$ cat src/rtl/gpu_op_arbiter.sv
// gpu_op_arbiter
//
// Shares one GPU draw-op port between several op sources. Each source sees
// its own port with the same protocol it would see on a bare GPU:
// pulse req_op_valid for one ce-cycle, then wait for req_op_ready to return.
// The arbiter buffers one op per requester, picks among pending requesters
// round-robin, issues to the GPU, and keeps the owner's ready low until the
// GPU reports idle again.
//
// Handshake semantics (both sides):
//   Requester side: an op is captured on a ce cycle where req_op_valid[i] and
//   req_op_ready[i] are both high. A pulse while ready is low is dropped.
//   req_op_ready[i] is low from the cycle after capture until the cycle after
//   the GPU has finished that op.
//   GPU side: gpu_op_valid is a one-ce-cycle registered pulse and is only
//   raised while gpu_op_ready is high. After the pulse, gpu_op_ready is ignored
//   for one cycle (the GPU's chance to drop it), then its return to high marks
//   completion.
//
// Ports:
//   clk, rst       clock, synchronous active-high reset
//   ce             clock enable; all state holds while low
//   req_op         per-requester op
//   req_op_valid   per-requester one-ce-cycle op pulse
//   req_op_ready   per-requester: no buffered and no executing op
//   gpu_op         op to the GPU (holds after the pulse)
//   gpu_op_valid   one-ce-cycle issue pulse to the GPU
//   gpu_op_ready   GPU idle
//   busy           an op is issued or executing (FSM not idle)
//   grant          index of the last / current owner
//   ops_issued     wrapping count of issued ops
//   state_dbg      FSM state encoding (0 idle, 1 issue guard, 2 wait done)

package gpu_op_pkg;
    typedef struct packed {
        logic [15:0] x;
        logic [15:0] y;
        logic [15:0] width;
        logic [7:0]  color;
    } gpu_op_t;
endpackage

module gpu_op_arbiter
    import gpu_op_pkg::*;
#(
    parameter int REQUESTERS = 2,
    parameter int IDX_W      = $clog2(REQUESTERS)
) (
    input  logic                  clk,
    input  logic                  rst,
    input  logic                  ce,
    input  gpu_op_t               req_op [REQUESTERS],
    input  logic [REQUESTERS-1:0] req_op_valid,
    output logic [REQUESTERS-1:0] req_op_ready,
    output gpu_op_t               gpu_op,
    output logic                  gpu_op_valid,
    input  logic                  gpu_op_ready,
    output logic                  busy,
    output logic [IDX_W-1:0]      grant,
    output logic [15:0]           ops_issued,
    output logic [1:0]            state_dbg
);

    typedef enum logic [1:0] {
        IDLE        = 2'd0,
        ISSUE_GUARD = 2'd1,
        WAIT_DONE   = 2'd2
    } state_t;

    state_t                state;
    logic [REQUESTERS-1:0] pending;
    gpu_op_t               op_buf [REQUESTERS];

    logic                  win_valid;
    logic [IDX_W-1:0]      win_idx;
    logic                  found_hi;
    logic [IDX_W-1:0]      hi_idx;
    logic [IDX_W-1:0]      lo_idx;

    assign busy      = (state != IDLE);
    assign state_dbg = state;

    // Ready is derived straight from registers, so it drops the cycle after
    // a capture and stays low while this requester's op is in the GPU.
    always_comb begin
        req_op_ready = '0;
        for (int i = 0; i < REQUESTERS; i++) begin
            req_op_ready[i] = !pending[i] && !(busy && grant == IDX_W'(i));
        end
    end

    // Round-robin from grant+1 upward with wrap: the lowest pending index
    // above grant wins; if there is none, the lowest pending index overall.
    // Scanning downward lets the last hit be the lowest index.
    always_comb begin
        found_hi = 1'b0;
        hi_idx   = '0;
        lo_idx   = '0;
        for (int i = REQUESTERS - 1; i >= 0; i--) begin
            if (pending[i]) begin
                lo_idx = IDX_W'(i);
                if (IDX_W'(i) > grant) begin
                    hi_idx   = IDX_W'(i);
                    found_hi = 1'b1;
                end
            end
        end
        win_valid = |pending;
        win_idx   = found_hi ? hi_idx : lo_idx;
    end

    always_ff @(posedge clk) begin
        if (rst) begin
            state        <= IDLE;
            pending      <= '0;
            gpu_op       <= '0;
            gpu_op_valid <= 1'b0;
            grant        <= IDX_W'(REQUESTERS - 1);
            ops_issued   <= '0;
        end else if (ce) begin
            // Captures run in every state. They cannot collide with the
            // issue below because a pending slot is never ready.
            for (int i = 0; i < REQUESTERS; i++) begin
                if (req_op_valid[i] && req_op_ready[i]) begin
                    pending[i] <= 1'b1;
                    op_buf[i]  <= req_op[i];
                end
            end

            case (state)
                IDLE: begin
                    if (win_valid && gpu_op_ready) begin
                        gpu_op           <= op_buf[win_idx];
                        gpu_op_valid     <= 1'b1;
                        pending[win_idx] <= 1'b0;
                        grant            <= win_idx;
                        ops_issued       <= ops_issued + 16'd1;
                        state            <= ISSUE_GUARD;
                    end
                end
                ISSUE_GUARD: begin
                    // gpu_op_ready may still show the pre-issue idle level
                    // here, so it is not looked at.
                    gpu_op_valid <= 1'b0;
                    state        <= WAIT_DONE;
                end
                WAIT_DONE: begin
                    if (gpu_op_ready) begin
                        state <= IDLE;
                    end
                end
                default: begin
                    state <= IDLE;
                end
            endcase
        end
    end

endmodule

$ cat config.mk
export PLATFORM = sky130hd
export DESIGN_NAME = gpu_op_arbiter
export DESIGN_NICKNAME = d
export VERILOG_FILES = /design/src/rtl/gpu_op_arbiter.sv
export SDC_FILE = /design/constraint.sdc
export NUM_CORES = 1
export LEC_CHECK = 0
export ABC_AREA = 1
export BUFFER_PORTS_ARGS = -buffer_cell sky130_fd_sc_hd__buf_2
export CAP_MARGIN = 40
export CORE_MARGIN = 10
export CORE_UTILIZATION = 35
export DETAILED_ROUTE_END_ITERATION = 16
export GPL_ROUTABILITY_DRIVEN = 0
export PLACE_DENSITY = 0.56
export SYNTH_ARGS = -nofsm -noshare
export SYNTH_HDL_FRONTEND = slang
export SYNTH_SLANG_ARGS = --single-unit
$ cat constraint.sdc
create_clock -name clk -period 11.3 [get_ports clk]
set_clock_uncertainty 0.05 [all_clocks]
set_input_delay 2.26 -clock clk [delete_from_list [all_inputs] [get_ports clk]]
set_output_delay 2.26 -clock clk [all_outputs]
set_load 0.005 [all_outputs]
==> results.tsv, run 1 <==
stage	metric	value	unit
timing	hold_viol	0	
synth	synth_compound_area_frac	0.0570	
synth	yosysWarnings	0	
drt	antenna_left	0	
synth	synth_top_family_by_area	simple AND/OR/NAND/NOR gates	
power_and_ir_drop	leakage	3.72	nW
synth	synth_fp_nets	836	
cts	cts_resized	0	
timing	finalMaxSlewViolations	0	
floorplan	start_util	0.356	
drt	drt_pre_antenna_iters	4	
final_layout	layout.nets	1018	
global_route	groute.usage.overall	0.146	
floorplan	chipHeight	163	µm
final_layout	syn_to_final_growth	24.7	%
cts	root_buffer	clkbuf_16	
floorplan	ioPinCount	197	
synth	ys_seq_area_frac	0.684	
final_layout	n_antenna_cell	0	
worst_hold_path	worstHoldPathType	reg -> reg	
run_status	status	complete, no violations	
synth	syn_inst	717	
power_and_ir_drop	ir_worst_vdd	96.8	µV
synth	synth.distinct_cells	22	
floorplan	rows	52	
drt	routed_wl	19500	µm
drt	drt-initial-drc-count	297	
cts	cts_buffers	17	
global_route	grt_max_degree	71	
synth	synth_flop_cell	edfxtp_1	
synth	yosys.area_share.simple	0.215	
worst_setup_path	cp.arrival	1.38	ns
cts	cts_sinks	190	
worst_setup_path	crit_required	8.99	ns
synth	synthTopCellsByArea	edfxtp_1 (47%), dfxtp_1 (22%), nand2_1 (14%)	
cts	path_clk_slew	0.07	ns
cts	cts_max_level	4	
timing	max_freq	271	MHz
timing	rsz0062_at_grt	no	
synth	yosys.area.top_type	edfxtp_1	
synth	synth-xor-area-share	0	
drt	vias_per_cell	4.61	
power_and_ir_drop	cellPowerDensity	163	mW/mm²
cts	clk_latency	0.42	ns
timing	finalCriticalPeriod	3.69	ns
synth	synth-async-reset-ratio	0	
cts	postCtsHoldBufs	0	
global_route	grt_pass1_vias	5457	
timing	slew_headroom	0.452	
synth	synth_area	0.00720	mm²
synth	ys_ff_latch	190	
job	max-cap-violations	0	
synth	ys_top_cells_by_count	nand2_1 (264), edfxtp_1 (112), dfxtp_1 (78), a21oi_1 (69), nand3_1 (63)	
timing	tns	0	ns
drt	route.detailed.drc	0	
worst_setup_path	endpoint_kind	output port	
global_route	overflow	0	
final_layout	final_cells	1182	
worst_setup_path	start_kind	flip-flop	
global_route	antenna_found_initial	0	
final_layout	drive_above_1_share	0.266	
drt	vias	5453	
placed_design	dp.cells	1150	
synth	synth-adder-area-share	0.00174	
floorplan	die_area	0.0267	mm²
worst_setup_path	criticalPathCategory	reg -> out	
worst_setup_path	path_max_fanout	6	
cts	cts_setup_buffers	0	
floorplan	core_area	0.0202	mm²
floorplan	die_w	163	µm
worst_setup_path	rrSetupSlack	8.51	ns
placed_design	dp_hpwl	12900	µm
placed_design	io_buffers	196	
synth	synth_edf_count	112	
drt	wire_per_inst	16.5	µm
timing	max_slew.worst_pin.slew	0.822	ns
cts	cts_buffer_depth	2	
synth	yosysMostFrequentCell	nand2_1	
timing	period_share	0.327	
timing	final-setup-viol-count	0	
cts	cts_tree	yes	
global_route	grt_pass1_wl	30300	µm
synth	syn_area_per_cell	10.0	µm²
synth	synth_top_area_frac	0.467	
synth	synth_mux_area_frac	0	
## state kept, by name (all words and copies together) (netlist names)
register	count
ops_issued	16
state_dbg	2
op_buf	112
gpu_op	56
grant	1
pending	2
gpu_op_valid	1
## stage by stage
stage	worst slack, ns	total power (W)	hold slack, ns	area [µm²]	util
detailed placement	7.14	0.000888	0.404	8380	0.414
CTS	7.60	0.00149	0.415	8970	0.443
finish	7.61	0.00147	0.411	8970	0.443
global placement	7.19	0.000887	0.400	8380	0.414
global route	7.40	0.00153	0.428	8970	0.443
floorplan	5.96	0.000838	0.410	7200	-
## cell families (layout without fill, tap and decap cells)
group,Yosys count,in the layout
buf+inv,65,260
flops,190,190
fa+ha+maj,1,1
simple gates,380,380
compound gates,81,81
## metal layers
layer	share of wire	routed length, µm	up-vias	global-route usage
li1	-	-	2759	-
met1	0.42	8160	2538	0.176
met2	0.51	9870	142	0.243
met3	0.063	1220	14	0.0503
met4	0.012	231	0	0.0393
met5	0	0	-	0
## critical path, cell delays in order (launching register included)
cell and delay (ns):
dfxtp_1 0.36, nor2_1 0.18, nor2_1 0.06, nor2_1 0.20, buf_2 0.17
## area by class of cell
type / count / area [µm²]
clock buffer: 19 / 453
clock inverter: 13 / 135
fill: 1976 / 11300
inverter: 25 / 93.8
multi-input combinational: 462 / 1990
sequential: 190 / 4930
tap: 270 / 338
timing repair buffer: 203 / 1030
## cells in the final DEF, fill, tap and decap left out, drive strengths merged
cell type / count
nand2: 265
buf: 203
edfxtp: 112
dfxtp: 78
a21oi: 69
nand3: 63
nor2: 42
inv: 28
clkbuf: 19
o21ai: 10
nand4: 6
clkinv: 6
nor3: 4
bufinv: 2
clkinvlp: 2
o21bai: 1
a211oi: 1
ha: 1
## report_power, final
group	leakage [nW]	internal, W	switching, W
clock	0.283	0.000338	0.000259
sequential	1.66	0.000756	0.00000877
combinational	1.78	0.0000378	0.0000673
## path summary, 6_finish.rpt
| path | start | to | cells past startpoint |
|---|---|---|---|
| max | state_dbg[0] | req_op_ready[0] | 4 |
| min | gpu_op[46] | gpu_op[46] | 2 |
| min reg2reg | gpu_op[46] | gpu_op[46] | 2 |
| max reg2reg | pending[1] | ops_issued[7] | 9 |
No activity file was read; power rests on OpenSTA's default activity.
==> run 2: changes to the inputs <==
==> constraint.sdc (replaced) <==
create_clock -name clk -period 3.7 [get_ports clk]
set_clock_uncertainty 0.05 [all_clocks]
set_input_delay 0.74 -clock clk [delete_from_list [all_inputs] [get_ports clk]]
set_output_delay 0.74 -clock clk [all_outputs]
set_load 0.005 [all_outputs]
==> run 2 against run 1 <==
Against the previous run:
- wire length grew 1.1%
- first-iteration DRC count grew 18%
- critical path depth decreased by 2
- clock power grew to 2.9 times the previous value
- global-route usage about the same
- sequential power grew to 3.1 times the previous value
- core utilization is essentially flat
- via count fell by 0.70%
- non-clock buffer count grew 3
- largest cell class unchanged
==> results.tsv, run 2 (synthesis results as in run 1) <==
stage	metric	value	unit
global_route	groute.usage.overall	0.146	
global_route	antenna_found_initial	0	
final_layout	drive_above_1_share	0.267	
cts	cts_buffer_depth	2	
cts	cts_tree	yes	
worst_setup_path	crit_chain	a21oi_1 -> buf_2	
timing	slew_headroom	0.483	
cts	cts_setup_buffers	0	
worst_setup_path	start_kind	flip-flop	
floorplan	core_area	0.0202	mm²
timing	final-setup-viol-count	0	
cts	cts_sinks	190	
floorplan	die_w	163	µm
cts	path_clk_slew	0.07	ns
global_route	grt_pass1_vias	5570	
drt	vias	5415	
floorplan	start_util	0.356	
cts	cts_buffers	17	
cts	cts_max_level	4	
placed_design	io_buffers	196	
placed_design	place_area	0.00842	mm²
drt	routed_wl	19700	µm
worst_setup_path	reg2reg_from	state_dbg[0]	
worst_setup_path	rr_endpoint	op_buf[0][0]	
worst_setup_path	path_max_fanout	30	
timing	fin_hold_ws	0.415	ns
power_and_ir_drop	ir_worst_vdd	288	µV
power_and_ir_drop	internal-power	0.00338	W
final_layout	largest_reg_flops	112	
final_layout	layout.nets	1021	
run_status	status	complete, no violations	
floorplan	rows	52	
drt	route.detailed.drc	0	
timing	max_freq	441	MHz
timing	rsz0062_at_grt	no	
worst_setup_path	rrSetupSlack	1.52	ns
timing	period_share	0.613	
power_and_ir_drop	clkPwrFrac	0.393	
worst_hold_path	holdPathEnd	gpu_op[17]	
worst_setup_path	criticalPathCategory	reg -> out	
worst_setup_path	crit_buf_inv	1	
floorplan	chipHeight	163	µm
timing	finalMaxSlewViolations	0	
power_and_ir_drop	cellPowerDensity	489	mW/mm²
drt	wire_per_inst	16.6	µm
final_layout	design_area	0.00897	mm²
global_route	grt_max_degree	58	
worst_setup_path	cp_top_family	flip-flops	
final_layout	n_antenna_cell	0	
power_and_ir_drop	p_sw	0.00100	W
final_layout	largestRegisters	op_buf x112, gpu_op x56, ops_issued x16	
placed_design	dp_hpwl	13500	µm
worst_setup_path	endpoint_kind	output port	
job	max-cap-violations	0	
drt	drt_pre_antenna_iters	4	
cts	postCtsHoldBufs	0	
final_layout	most-common-layout-cells	nand2_1 (262), buf_2 (196), edfxtp_1 (112), dfxtp_1 (77), a21oi_1 (69)	
cts	cts_resized	0	
global_route	overflow	0	
final_layout	regMostFlops	op_buf	
floorplan	die_area	0.0267	mm²
drt	drt-initial-drc-count	351	
cts	clk_latency	0.42	ns
floorplan	ioPinCount	197	
final_layout	final_common_cell	nand2_1	
timing	max_slew.worst_pin.slew	0.776	ns
worst_setup_path	cp.arrival	1.48	ns
power_and_ir_drop	combinationalPowerShare	0.072	
worst_setup_path	crit_required	2.91	ns
global_route	grt_pass1_wl	30500	µm
cts	root_buffer	clkbuf_16	
power_and_ir_drop	finalPower	0.00438	W
placed_design	dp.cells	1153	
final_layout	syn_to_final_growth	24.6	%
drt	vias_per_cell	4.57	
drt	antenna_left	0	
power_and_ir_drop	p_sw_frac	0.229	
worst_setup_path	critPathMaxStageDelay	0.75	ns
worst_setup_path	cp_slowest_cell	dfxtp_2	
worst_hold_path	hp-start	gpu_op[17]	
power_and_ir_drop	seqPwrFrac	0.535	
worst_setup_path	worst-r2r-cell-count	6	
power_and_ir_drop	leakage	3.71	nW
timing	hold_viol	0	
worst_hold_path	hold_depth	2	
final_layout	final_cells	1185	
timing	tns	0	ns
worst_hold_path	worstHoldPathType	reg -> reg	
timing	finalCriticalPeriod	2.27	ns
==> run 2: cell count changes in the layout (fill, tap and decap cells not counted), sizes merged <==
cell	previous run	this run
buf	203	206
clkinv	6	3
inv	28	27
bufinv	2	1
clkbuf	19	23
clkinvlp	2	3
==> run 2: worst register-to-register path: stages, from the launching register on <==
cell and delay (ns):
dfxtp_1 0.37, nor2_1 0.17, nor2_1 0.05, nor2_1 0.13, nand3_1 0.16, nor2_4 0.59
buf_12 0.31
==> run 2: metrics by stage <==
step,setup slack (ns),utilization
after floorplan,-0.125,-
after global placement,1.24,0.416
after detailed placement,1.23,0.416
after CTS,1.40,0.443
after global routing,1.31,0.443
final,1.43,0.443
==> run 2: per-layer routing <==
layer  global-route usage  vias to the layer above  wire length, µm
met4               0.0504                        0              373
met3               0.0463                       21             1250
met5                    0                        -                0
met2                0.245                      138             9910
met1                0.172                     2494             8160
li1                     -                     2762                -
==> run 2: worst max path at each step <==
stage / start / to / slack (ns) / cells after the start
floorplan: rst / op_buf[1][0] / -0.12 / 2
global placement: rst / op_buf[1][22] / 1.24 / 4
detailed placement: rst / op_buf[1][14] / 1.23 / 4
CTS: pending[1] / req_op_ready[1] / 1.40 / 2
global route: pending[1] / gpu_op[28] / 1.31 / 6
finish: pending[1] / req_op_ready[1] / 1.43 / 2
==> run 2: power groups by stage <==
stage | Clock, W | Sequential [W] | Combinational (W)
after detailed placement | 0 | 0.00239 | 0.000324
final | 0.00172 | 0.00234 | 0.000317
after global placement | 0 | 0.00239 | 0.000322
after global routing | 0.00186 | 0.00235 | 0.000362
after CTS | 0.00177 | 0.00234 | 0.000325
after floorplan | 0 | 0.00238 | 0.000179
==> run 2: final cells by class <==
class                           instances  area (µm²)
Fill cell                            1954       11300
Multi-Input combinational cell        462        1990
Tap cell                              270         338
Inverter                               25        93.8
Timing Repair Buffer                  206        1070
Clock inverter                          9        88.8
Sequential cell                       190        4930
Clock buffer                           23         458
==> run 3: changes to the inputs <==
==> constraint.sdc (replaced) <==
create_clock -name clk -period 2.2 [get_ports clk]
set_clock_uncertainty 0.05 [all_clocks]
set_input_delay 0.44 -clock clk [delete_from_list [all_inputs] [get_ports clk]]
set_output_delay 0.44 -clock clk [all_outputs]
set_load 0.005 [all_outputs]
==> run 3 against run 2 <==
Against the previous run:
- core utilization up 0.79 points
- global-route usage up 0.76 points
- die area unchanged
- largest power group unchanged
- highest routed layer is now met5
==> results.tsv, run 3 (synthesis results as in run 1) <==
stage	metric	value	unit
final_layout	largestRegisters	op_buf x112, gpu_op x56, ops_issued x16	
cts	cts_max_level	4	
drt	route.detailed.drc	0	
cts	cts_setup_buffers	0	
placed_design	dp.cells	1160	
placed_design	place_area	0.00851	mm²
worst_setup_path	cp_top_family	simple AND/OR/NAND/NOR gates	
global_route	antenna_found_initial	3	
worst_setup_path	path_max_fanout	6	
drt	drt-initial-drc-count	313	
final_layout	layout.nets	1028	
global_route	grt_pass1_wl	31900	µm
power_and_ir_drop	cellPowerDensity	842	mW/mm²
floorplan	core_area	0.0202	mm²
floorplan	start_util	0.356	
final_layout	most-common-layout-cells	nand2_1 (262), buf_2 (196), edfxtp_1 (112), dfxtp_1 (77), a21oi_1 (68)	
final_layout	n_fill_cell	1929	
job	max-cap-violations	0	
drt	drt_pre_antenna_iters	4	
timing	max_freq	543	MHz
drt	vias	5577	
worst_setup_path	crit_chain	nor2_1 -> nor2_1 -> nor2_1 -> buf_2	
timing	hold_viol	0	
final_layout	largest_reg_flops	112	
power_and_ir_drop	ir_worst_vdd	565	µV
cts	cts_buffers	17	
final_layout	syn_to_final_growth	26.8	%
floorplan	die_area	0.0267	mm²
worst_setup_path	start_kind	flip-flop	
global_route	groute.usage.overall	0.154	
power_and_ir_drop	leakage	3.79	nW
worst_setup_path	crit_buf_inv	1	
final_layout	design_area	0.00913	mm²
worst_setup_path	cp.arrival	1.35	ns
drt	vias_per_cell	4.67	
final_layout	regArea	0.00493	mm²
timing	final-setup-viol-count	0	
timing	rsz0062_at_grt	no	
timing	slew_headroom	0.670	
floorplan	die_w	163	µm
final_layout	final_cells	1194	
placed_design	dp_hpwl	14100	µm
timing	finalCriticalPeriod	1.84	ns
drt	wire_per_inst	17.3	µm
worst_setup_path	cp_common_cell	nor2_1	
final_layout	final_common_cell	nand2_1	
worst_setup_path	criticalPathCategory	reg -> out	
placed_design	io_buffers	196	
cts	cts_tree	yes	
worst_setup_path	endpoint_kind	output port	
floorplan	ioPinCount	197	
timing	max_slew.worst_pin.slew	0.495	ns
worst_setup_path	critPathMaxStageDelay	0.35	ns
timing	period_share	0.837	
cts	root_buffer	clkbuf_16	
final_layout	regMostFlops	op_buf	
cts	postCtsHoldBufs	0	
cts	path_clk_slew	0.07	ns
final_layout	multi_input_area	0.00200	mm²
global_route	overflow	0	
drt	antenna_left	0	
timing	finalMaxSlewViolations	0	
timing	tns	0	ns
final_layout	drive_above_1_share	0.278	
cts	cts_sinks	190	
worst_setup_path	crit_required	1.71	ns
global_route	grt_max_degree	55	
cts	cts_resized	0	
floorplan	rows	52	
worst_hold_path	worstHoldPathType	in -> reg	
cts	cts_buffer_depth	2	
cts	clk_latency	0.42	ns
global_route	grt_pass1_vias	5604	
run_status	status	complete, no violations	
drt	routed_wl	20600	µm
worst_setup_path	cp_slowest_cell	dfxtp_1	
floorplan	chipHeight	163	µm
## run 3: cell types whose count changed in the layout (fill, tap and decap cells not counted), sizes merged
| cell | change |
|---|---|
| bufinv | +1 |
| clkinvlp | -2 |
| buf | +7 |
| diode | +2 |
| clkbuf | -1 |
| inv | +2 |
## run 3: worst paths after layout
kind                              startpoint  slack [ns]         endpoint  depth (start not counted)
worst min register to register    gpu_op[55]        0.41       gpu_op[55]                          2
worst max register to register  state_dbg[0]        0.38    op_buf[0][28]                          6
worst max-delay path            state_dbg[0]        0.36  req_op_ready[0]                          4
worst min-delay path              req_op[13]        0.14    op_buf[1][13]                          1
## run 3: layout make-up
| type | instances | share of cell area |
|---|---|---|
| tap | 270 | 0.0370 |
| inverter | 25 | 0.0103 |
| clock buffer | 22 | 0.0544 |
| timing repair buffer | 213 | 0.126 |
| multi-input combinational | 462 | 0.219 |
| clock inverter | 10 | 0.0130 |
| antenna | 2 | 0.000548 |
| sequential | 190 | 0.540 |
## run 3: worst reg2reg max path: stages, from the launching register on
cell and delay [ns]:
dfxtp_1 0.35, nor2_1 0.16, nor2_1 0.05, nor2_1 0.20, nand3_1 0.19, nor2_4 0.16
buf_12 0.30
## run 3: metal layers
layer,vias up,track usage,wire length [µm]
met3,32,0.0413,1130
met5,-,0,13
met2,159,0.250,10000
li1,2782,-,-
met4,2,0.0549,387
met1,2602,0.192,9090
## run 3: power breakdown
part / total [W] / internal [W] / switching [W]
clock: 0.00318 / 0.00185 / 0.00132
combinational: 0.000584 / 0.000215 / 0.000369
sequential: 0.00393 / 0.00388 / 0.0000447
## run 3: metrics by stage
step | util | hold WS [ns] | total power (W) | worst slack, ns
6_report | 0.451 | 0.136 | 0.00769 | 0.358
5_1_grt | 0.451 | 0.113 | 0.00800 | 0.244
4_1_cts | 0.451 | 0.115 | 0.00778 | 0.328
3_5_place_dp | 0.420 | 0.404 | 0.00460 | 0.375
3_3_place_gp | 0.420 | 0.399 | 0.00460 | 0.385
2_1_floorplan | - | 0.410 | 0.00430 | 0.0184
